<file path="src/rtl/uart_pkg.sv">
// Shared definitions for the UART transmit arbiter: default parameters,
// FSM state encoding and a modular index helper.
package uart_pkg;

  localparam int NUM_REQ_DEFAULT      = 2;
  localparam int BUSY_TIMEOUT_DEFAULT = 8;

  // FSM encoding kept as plain constants so older tools can read it.
  localparam logic [1:0] ST_IDLE      = 2'd0;
  localparam logic [1:0] ST_ISSUE     = 2'd1;
  localparam logic [1:0] ST_WAIT_BUSY = 2'd2;
  localparam logic [1:0] ST_WAIT_DONE = 2'd3;

  // Next requester index, wrapping at n (works for any n, not just 2^k).
  function automatic int wrap_next(input int idx, input int n);
    if (idx + 32'sd1 >= n) begin
      return 32'sd0;
    end else begin
      return idx + 32'sd1;
    end
  endfunction

endpackage

</file>
<file path="src/rtl/rr_select.sv">
// Round-robin picker: first set bit of req_i at or after ptr_i, wrapping
// modulo N. Purely combinational; N need not be a power of two.
module rr_select #(
  parameter int N  = 2,
  parameter int IW = 1
) (
  input  logic [N-1:0]  req_i,
  input  logic [IW-1:0] ptr_i,
  output logic [N-1:0]  gnt_o,
  output logic [IW-1:0] idx_o,
  output logic          any_o
);

  // Candidate index for the current search position (ptr + offset, wrapped).
  logic [IW:0] cand_s;

  // Walk the requesters starting at ptr_i and take the first one asking.
  always_comb begin
    gnt_o  = '0;
    idx_o  = '0;
    any_o  = 1'b0;
    cand_s = '0;
    for (int i = 0; i < N; i++) begin
      cand_s = {1'b0, ptr_i} + (IW+1)'(i);
      if (cand_s >= (IW+1)'(N)) begin
        cand_s = cand_s - (IW+1)'(N);
      end else begin
        cand_s = cand_s;
      end
      if (!any_o && req_i[cand_s[IW-1:0]]) begin
        gnt_o[cand_s[IW-1:0]] = 1'b1;
        idx_o                 = cand_s[IW-1:0];
        any_o                 = 1'b1;
      end else begin
        any_o = any_o;
      end
    end
  end

endmodule

</file>
<file path="src/rtl/uart_tx_arbiter.sv">
// Shares one UART transmitter among NUM_REQ byte sources. Packets (bytes up
// to req_last) are kept contiguous by locking the channel to the owner; a
// transmitter that never reports busy is abandoned after BUSY_TIMEOUT cycles.
module uart_tx_arbiter import uart_pkg::*; #(
  parameter int NUM_REQ      = NUM_REQ_DEFAULT,
  parameter int BUSY_TIMEOUT = BUSY_TIMEOUT_DEFAULT,
  localparam int IW = (NUM_REQ > 1) ? $clog2(NUM_REQ) : 1,
  localparam int CW = $clog2(BUSY_TIMEOUT + 1)
) (
  input  logic                 clk,
  input  logic                 rst,
  input  logic [NUM_REQ-1:0]   req_valid,
  input  logic [8*NUM_REQ-1:0] req_data,
  input  logic [NUM_REQ-1:0]   req_last,
  output logic [NUM_REQ-1:0]   req_ready,
  output logic                 tx_start,
  output logic [7:0]           tx_data,
  input  logic                 tx_busy,
  input  logic                 tx_done,
  output logic [IW-1:0]        grant_id,
  output logic                 locked,
  output logic                 timeout_err
);

  logic [1:0]    state_q,    state_d;
  logic [IW-1:0] rr_ptr_q,   rr_ptr_d;
  logic [IW-1:0] grant_id_q, grant_id_d;
  logic          locked_q,   locked_d;
  logic          last_q,     last_d;
  logic [7:0]    tx_data_q,  tx_data_d;
  logic          tx_start_q, tx_start_d;
  logic          timeout_q,  timeout_d;
  logic [CW-1:0] cnt_q,      cnt_d;

  logic [NUM_REQ-1:0] rr_gnt_s;
  logic [IW-1:0]      rr_idx_s;
  logic               rr_any_s;
  logic [NUM_REQ-1:0] lock_mask_s;
  logic [NUM_REQ-1:0] req_ready_s;
  logic               accept_s;
  logic [7:0]         sel_data_s;
  logic               sel_last_s;
  logic [IW-1:0]      sel_idx_s;
  logic [IW-1:0]      owner_next_s;

  rr_select #(
    .N  (NUM_REQ),
    .IW (IW)
  ) u_rr_select (
    .req_i (req_valid),
    .ptr_i (rr_ptr_q),
    .gnt_o (rr_gnt_s),
    .idx_o (rr_idx_s),
    .any_o (rr_any_s)
  );

  // One-hot mask of the current owner, used while a packet holds the channel.
  always_comb begin
    lock_mask_s = '0;
    for (int i = 0; i < NUM_REQ; i++) begin
      lock_mask_s[i] = (grant_id_q == IW'(i));
    end
  end

  // Byte-accept strobe: only in IDLE, only for the owner when locked.
  always_comb begin
    req_ready_s = '0;
    if (!rst && (state_q == ST_IDLE)) begin
      if (locked_q) begin
        req_ready_s = req_valid & lock_mask_s;
      end else if (rr_any_s) begin
        req_ready_s = rr_gnt_s;
      end else begin
        req_ready_s = '0;
      end
    end else begin
      req_ready_s = '0;
    end
  end

  assign accept_s     = |req_ready_s;
  assign sel_idx_s    = locked_q ? grant_id_q : rr_idx_s;
  assign owner_next_s = IW'(wrap_next(int'(grant_id_q), NUM_REQ));

  // Pick the accepted byte and its last flag through the one-hot strobe.
  always_comb begin
    sel_data_s = 8'h00;
    sel_last_s = 1'b0;
    for (int i = 0; i < NUM_REQ; i++) begin
      if (req_ready_s[i]) begin
        sel_data_s = sel_data_s | req_data[8*i +: 8];
        sel_last_s = sel_last_s | req_last[i];
      end else begin
        sel_data_s = sel_data_s;
      end
    end
  end

  // Next-state logic for the issue/busy/done handshake with the transmitter.
  always_comb begin
    state_d    = state_q;
    rr_ptr_d   = rr_ptr_q;
    grant_id_d = grant_id_q;
    locked_d   = locked_q;
    last_d     = last_q;
    tx_data_d  = tx_data_q;
    tx_start_d = 1'b0;
    timeout_d  = timeout_q;
    cnt_d      = cnt_q;
    case (state_q)
      ST_IDLE: begin
        if (accept_s) begin
          tx_data_d  = sel_data_s;
          last_d     = sel_last_s;
          grant_id_d = sel_idx_s;
          tx_start_d = 1'b1;
          state_d    = ST_ISSUE;
        end else begin
          state_d = ST_IDLE;
        end
      end
      ST_ISSUE: begin
        cnt_d   = '0;
        state_d = ST_WAIT_BUSY;
      end
      ST_WAIT_BUSY: begin
        // A tx_done here belongs to an earlier byte and is deliberately ignored.
        if (tx_busy) begin
          cnt_d   = '0;
          state_d = ST_WAIT_DONE;
        end else if (cnt_q == CW'(BUSY_TIMEOUT - 1)) begin
          cnt_d     = '0;
          timeout_d = 1'b1;
          locked_d  = 1'b0;
          rr_ptr_d  = owner_next_s;
          state_d   = ST_IDLE;
        end else begin
          cnt_d = cnt_q + CW'(1);
        end
      end
      ST_WAIT_DONE: begin
        if (tx_done) begin
          state_d = ST_IDLE;
          if (last_q) begin
            locked_d = 1'b0;
            rr_ptr_d = owner_next_s;
          end else begin
            locked_d = 1'b1;
          end
        end else begin
          state_d = ST_WAIT_DONE;
        end
      end
      default: begin
        state_d = ST_IDLE;
      end
    endcase
  end

  // State registers; reset abandons any byte in flight and drops the lock.
  always_ff @(posedge clk) begin
    if (rst) begin
      state_q    <= ST_IDLE;
      rr_ptr_q   <= '0;
      grant_id_q <= '0;
      locked_q   <= 1'b0;
      last_q     <= 1'b0;
      tx_data_q  <= 8'h00;
      tx_start_q <= 1'b0;
      timeout_q  <= 1'b0;
      cnt_q      <= '0;
    end else begin
      state_q    <= state_d;
      rr_ptr_q   <= rr_ptr_d;
      grant_id_q <= grant_id_d;
      locked_q   <= locked_d;
      last_q     <= last_d;
      tx_data_q  <= tx_data_d;
      tx_start_q <= tx_start_d;
      timeout_q  <= timeout_d;
      cnt_q      <= cnt_d;
    end
  end

  assign req_ready   = req_ready_s;
  assign tx_start    = tx_start_q;
  assign tx_data     = tx_data_q;
  assign grant_id    = grant_id_q;
  assign locked      = locked_q;
  assign timeout_err = timeout_q;

endmodule

</file>
<file path="config.mk">
export PLATFORM = sky130hd
export DESIGN_NAME = uart_tx_arbiter
export DESIGN_NICKNAME = d
export VERILOG_FILES = /design/src/rtl/uart_pkg.sv /design/src/rtl/rr_select.sv /design/src/rtl/uart_tx_arbiter.sv
export SDC_FILE = /design/constraint.sdc
export NUM_CORES = 1
export LEC_CHECK = 0
export BUFFER_PORTS_ARGS = -buffer_cell sky130_fd_sc_hd__clkbuf_2
export CORE_MARGIN = 8
export CORE_UTILIZATION = 40
export DETAILED_ROUTE_END_ITERATION = 6
export PLACE_DENSITY = 0.67
export SYNTH_ARGS = -nofsm -noshare
export SYNTH_HDL_FRONTEND = slang
export SYNTH_SLANG_ARGS = --single-unit
</file>
<file path="constraint.sdc">
create_clock -name clk -period 2.15 [get_ports clk]
set_clock_uncertainty 0.1 [all_clocks]
set_input_delay 0.215 -clock clk [delete_from_list [all_inputs] [get_ports clk]]
set_output_delay 0.215 -clock clk [all_outputs]
set_load 0.01 [all_outputs]
</file>
---- Word-level counts from Yosys, hierarchy flattened ----
Cells that the tools add are included.
word-level totals
  flip-flop bits (word level) ............. 20
  input port bits ......................... 24
  output and inout port bits .............. 14
  logic and storage cells ................. 97
cells by class
  $add $sub $neg .......................... 5
  $lt $le $gt $ge ......................... 7
  eq/ne operators ......................... 9
  mux-type cells .......................... 43
  bitwise gates (word level) .............. 8
  reduce and logical (&&, ||, !) cells .... 16
operators by type and width
  cell                 count
  $mux 1               25
  $mux 2               8
  $mux 8               2
  $mux 4               2
  $ne 2x2->1 const B   4
  $or 8x8->8           1
  $pmux 2 s4           1
  $pmux 4 s2           1
  $reduce_and 3->1     2
  $reduce_and 5->1     1
  $add 1x1->2 const B  2
  $add 4x1->4 const B  1
  $eq 2x2->1 const B   2
  $eq 4x3->1 const B   1
  $ge 2x2->1 const B   2
  $logic_and 1x1->1    4
  $lt 1x2->1 const B   2
  $not 1->1            4
  $pmux 1 s2           2
  $reduce_and 4->1     1
  $reduce_bool 2->1    2
  $reduce_or 2->1      2
  $ne 3x3->1 const B   1
  $and 2x2->2          1
  10 further kinds     14

---- Logic depth before layout (Yosys ltp) ----
  word-level depth ........................ 15
  gate-level depth with buffers ........... 7
  depth with buffers taken out ............ 6

---- By module ----
A second synthesis with hierarchy kept.
unflattened totals
  cells, all modules ...................... 107
  area, all modules ....................... 1069.8 um^2
by module, submodules not included
  module           instances  cells an instance  area an instance (um^2)  seq. area each (um^2)
  uart_tx_arbiter  1          102                1037.2                   400.4
  rr_select        1          5                  32.5                     0.0

---- Least setup slack after synthesis ----
Ideal clock, no wire load.
  path type ............................... reg2reg
  start point ............................. register state_q[0]
  end point ............................... register last_q
  library setup time ...................... 0.122 ns
  data arrival time ....................... 1.393 ns
  required time ........................... 1.928 ns
  slack ................................... 0.536 ns
  stages on the path, launching flop included .. 7
  buffers on the path ..................... 1
  clock period less this slack ............ 1.614 ns
  path through ............................ dfxtp_1 > inv_1 > ha_1 > nor2b_1 > o2111a_1 > clkbuf_1 > a221o_1
on the way
  cells in the longest elaborated chain, start to end .. 6
  elaborated cells between the ends (all ways) .. 8
  classes of those cells .................. mux (3); bitwise (1); reduce/logical (4)
RTL lines
  item                    line                    source
  from (decl)             uart_tx_arbiter.sv:25   logic [1:0] state_q, state_d;
  from (signal assigned)  uart_tx_arbiter.sv:173  state_q <= state_d;
  $logic_not 2->1 *       uart_tx_arbiter.sv:68   if (!rst && (state_q == ST_IDLE)) begin
  $logic_and 1x1->1 *     uart_tx_arbiter.sv:68
  $mux 2 *                uart_tx_arbiter.sv:68
  named net req_ready[0]  uart_tx_arbiter.sv:15   output logic [NUM_REQ-1:0] req_ready,
  $mux 1                  uart_tx_arbiter.sv:90   if (req_ready_s[i]) begin
  $or 1x1->1              uart_tx_arbiter.sv:92   sel_last_s = sel_last_s | req_last[i];
  $mux 1                  uart_tx_arbiter.sv:90
  to (signal assigned)    uart_tx_arbiter.sv:177  last_q <= last_d;
  to (decl)               uart_tx_arbiter.sv:29   logic last_q, last_d;
The timed path passes the listed nets; every way through them passes the cells marked *.
A chain may end at the register's enable or synchronous reset.

---- Worst setup path in the final report ----
  start point ............................. register state_q[0]
  end point ............................... output req_ready[0]
on the way
  cells in the longest elaborated chain, start to end .. 3
RTL lines
  item               line
  $logic_not 2->1    uart_tx_arbiter.sv:68
  $logic_and 1x1->1  uart_tx_arbiter.sv:68
  $mux 2             uart_tx_arbiter.sv:68
  to (decl)          uart_tx_arbiter.sv:15
No other way between the ends.

==> impl_results.md <==
* Status: finished, final reports clean
* Sequential Power Share at 37.0%
* Number of detailed-route iterations in the first pass at 4
* Kind of end point of the critical path: output pin
* Synthesized cell area at 1010 um^2
* Gpl congestion at 0.796
* Cell taking the most area after synthesis: sky130_fd_sc_hd__dfxtp_1
* Total Routing Usage GR at 12.0%
* Cell internal power dissipation at 0.924 mW
* Final count of negative-setup-slack endpoints at 0
* Hold Crit Class: input port to flip-flop
* Part of the cycle the worst path needs at 91.8%
* # hold bufs at CTS at 0
* Relative contribution of the clock network to total power at 21.9%
* Final critical delay including setup and external delays at 1970 ps
* Total negative slack for setup checks at 0 ps
* Share of the core filled with cells at 53.8%
* Ratio of total power to cell area at 1070 nW/um^2
* CTS H-tree depth at 1
* Max frequency at 0.506 GHz
* Dominant cell by count in the synthesized netlist: sky130_fd_sc_hd__dfxtp_1
* Count of antenna diodes in the layout at 0
* Family of cells with the greatest summed delay on the critical path: flip-flops
* Global-route wire length before repair at 4310 um
* Commonest cells post-synth: sky130_fd_sc_hd__dfxtp_1, sky130_fd_sc_hd__a221o_1, sky130_fd_sc_hd__nor3b_1
* Overflow after GRT at 0
* Share of cells above drive strength 1 at 36.7%
* Element type at the critical path start: flip-flop
* Post-detailed-route wirelength per cell at 14.4 um
* CTS Sinks at 20
* DP HPWL at 1880 um
* Inserted Clock Buffers at 3
* Starting DRT DRC Count at 10
* Clock tree from TritonCTS: yes
* Clock insertion delay at the later pin of the skew report at 300 ps
* Headroom to the max-slew limit at 71.4%
* Count of cell types in the netlist at 32
* Post-route ant nets at 0
* Share of cell area taken by muxes after synthesis at 4.09%
* Vertical die dimension at 66.2 um
* Required time of the critical path at 1840 ps
* Number of flops mapped to enable cells by yosys at 0
* Simple-gate portion of the synthesized area at 22.9%
* Mean post-synth cell area at 9.71 um^2
* Number of instances in the synthesized netlist at 104
* Worst-path clk slew at 120 ps
* Share of flip-flops with an asynchronous set or reset at 0%
* Layout Area Growth over Synthesis at 29.6%
* Area of the core region at 2430 um^2
* Data arrival at the endpoint of the critical path at 1660 ps
* Top cells by area in the synthesized netlist: sky130_fd_sc_hd__dfxtp_1, sky130_fd_sc_hd__a221o_1, sky130_fd_sc_hd__nor3b_1
* Critical path fanouts, max at 10
* Horizontal die dimension at 66.2 um
* Combinational family with the most area after synthesis: simple AND/OR/NAND/NOR gates
* Post-DP Area at 1220 um^2
* Arithmetic-cell share of the synthesized area counting full adders, half adders and majority gates at 6.20%
* Share of the synthesized area in the top cell type at 39.7%
* Maximum number of pins on one net before global-route repair at 20
* Initial Util at 41.5%
* CP Buf/Inv Count at 2
* Sequential cell area fraction in the yosys report at 39.7%
* Row count at 18
* Critical-path cell with the highest stage delay: sky130_fd_sc_hd__dfxtp_1
* Type of the setup path with the least slack: flip-flop to output pin
* CP peak stage delay at 360 ps
* Total length of routed wires at 2540 um
* Top Ports at 38
* Peak supply drop at 0.665 mV
* Area of all placed cells without fillers at 1310 um^2
* P_sw at 0.482 mW
* Vias in the first global route at 1,006
* Pin slew with the least headroom to its limit at 427 ps
* Final Net Count at 177
* Part of the power in combinational logic at 41.1%
* Synth warnings at 0
* Initial antenna violation count at 0
* Input/output buffers at 37
* Leakage at 0.579 nW
* Vias after detailed routing at 943
* Unrepaired setup endpoints after global routing: no
* Post-route DRC violation count at 0
* Most used flip-flop cell after synthesis: sky130_fd_sc_hd__dfxtp_1
* Area of the die at 4390 um^2
* Net count of the mapped netlist at 133
* Max-cap violations at 0
* Critical-path cell list: inv_1 -> ha_1 -> nor2b_1 -> o2111a_2 -> clkbuf_2
* Switch share at 34.3%
* Number of hold-slack violations in the final timing report at 0
* CTS root buf: sky130_fd_sc_hd__clkbuf_4
* Complex-gate fraction of the synthesized area at 22.7%
* Total count of max-transition violations in the final report at 0
* Flip-flop and latch count after synthesis at 20
* Via-per-instance ratio at 5.33
* Xor/xnor cell area share of the yosys netlist at 0%
* Deepest clock path buffer count at 2
[final timing paths]
check	depth (start not counted)	end	slack, ps	startpoint
max	5	req_ready[0]	180	state_q[0]
min	2	tx_data[0]	30	req_data[8]
min reg2reg	2	cnt_q[3]	400	cnt_q[3]
max reg2reg	6	state_q[0]	370	state_q[0]
[timing repair]
| item | in CTS | in global routing |
|---|---|---|
| setup buffers | 0 | 4 |
| hold endpoints to repair | 0 | 0 |
| endpoints found under the setup margin | 0 | 2 |
| gates resized for setup | 0 | 2 |
[logic make-up after synthesis]
| group | count (synthesis) |
|---|---|
| AOI/OAI and AO/OA | 29 |
| adders and majority gates | 5 |
| buffers and inverters | 8 |
| DFF | 20 |
| muxes | 4 |
| and+or+nand+nor | 38 |
[cells in the final DEF, fill, tap and decap left out, drive strengths merged, types with 3 or more instances in the layout]
master / n
clkbuf: 40
a311oi: 3
a21oi: 9
ha: 5
nor2: 8
mux2i: 3
dfxtp: 20
buf: 6
inv: 4
nor3b: 9
a221o: 9
o21ai: 3
nand2b: 3
nand2: 7
[layer usage]
layer / vias to the layer above / part of all wire (%) / wire length [um] / track usage [%]
li1: 480 / - / - / -
met4: 0 / 0.67 / 17 / 4.00
met1: 427 / 50 / 1270 / 15.4
met3: 2 / 6.6 / 168 / 4.41
met5: - / 0 / 0 / 0
met2: 34 / 43 / 1090 / 18.0
[flip-flops by register name (all words and copies together), names as in the netlist]
signal,count
tx_data,8
timeout_err,1
state_q,2
grant_id,1
locked,1
last_q,1
tx_start,1
rr_ptr_q,1
cnt_q,4
[worst register-to-register path: stages, from the launching register on]
cell,delay [ps]
sky130_fd_sc_hd__dfxtp_1,360
sky130_fd_sc_hd__inv_1,120
sky130_fd_sc_hd__ha_1,270
sky130_fd_sc_hd__nor2b_1,290
sky130_fd_sc_hd__nand2_1,170
sky130_fd_sc_hd__and3b_1,200
sky130_fd_sc_hd__nor4_2,200
[area by class of cell]
class	count	area [um^2]
fillers	222	1120
multi-input cells	76	573
flip-flops and latches	20	400
repair buffers	43	230
well taps	30	37.5
clock inverters	1	30.0
clock buffers	3	22.5
inverters	4	15.0
[power groups by stage]
stage	Combinational (mW)	Clock [mW]	Sequential, mW
floorplan	0.374	0	0.542
global placement	0.544	0	0.521
detailed placement	0.557	0	0.523
CTS	0.560	0.311	0.518
global route	0.646	0.330	0.531
finish	0.578	0.308	0.520
[through the flow]
step / std cells / total power, mW / hold slack, ps / setup WS [ps]
finish: 177 / 1.41 / 28.4 / 176
floorplan: 104 / 0.916 / 225 / 536
CTS: 173 / 1.39 / 22.8 / 38.8
global placement: 169 / 1.06 / 340 / 451
detailed placement: 169 / 1.08 / 345 / 393
global route: 177 / 1.51 / 18.3 / 2.01
Note: power is estimated with default switching activity, not from simulation.
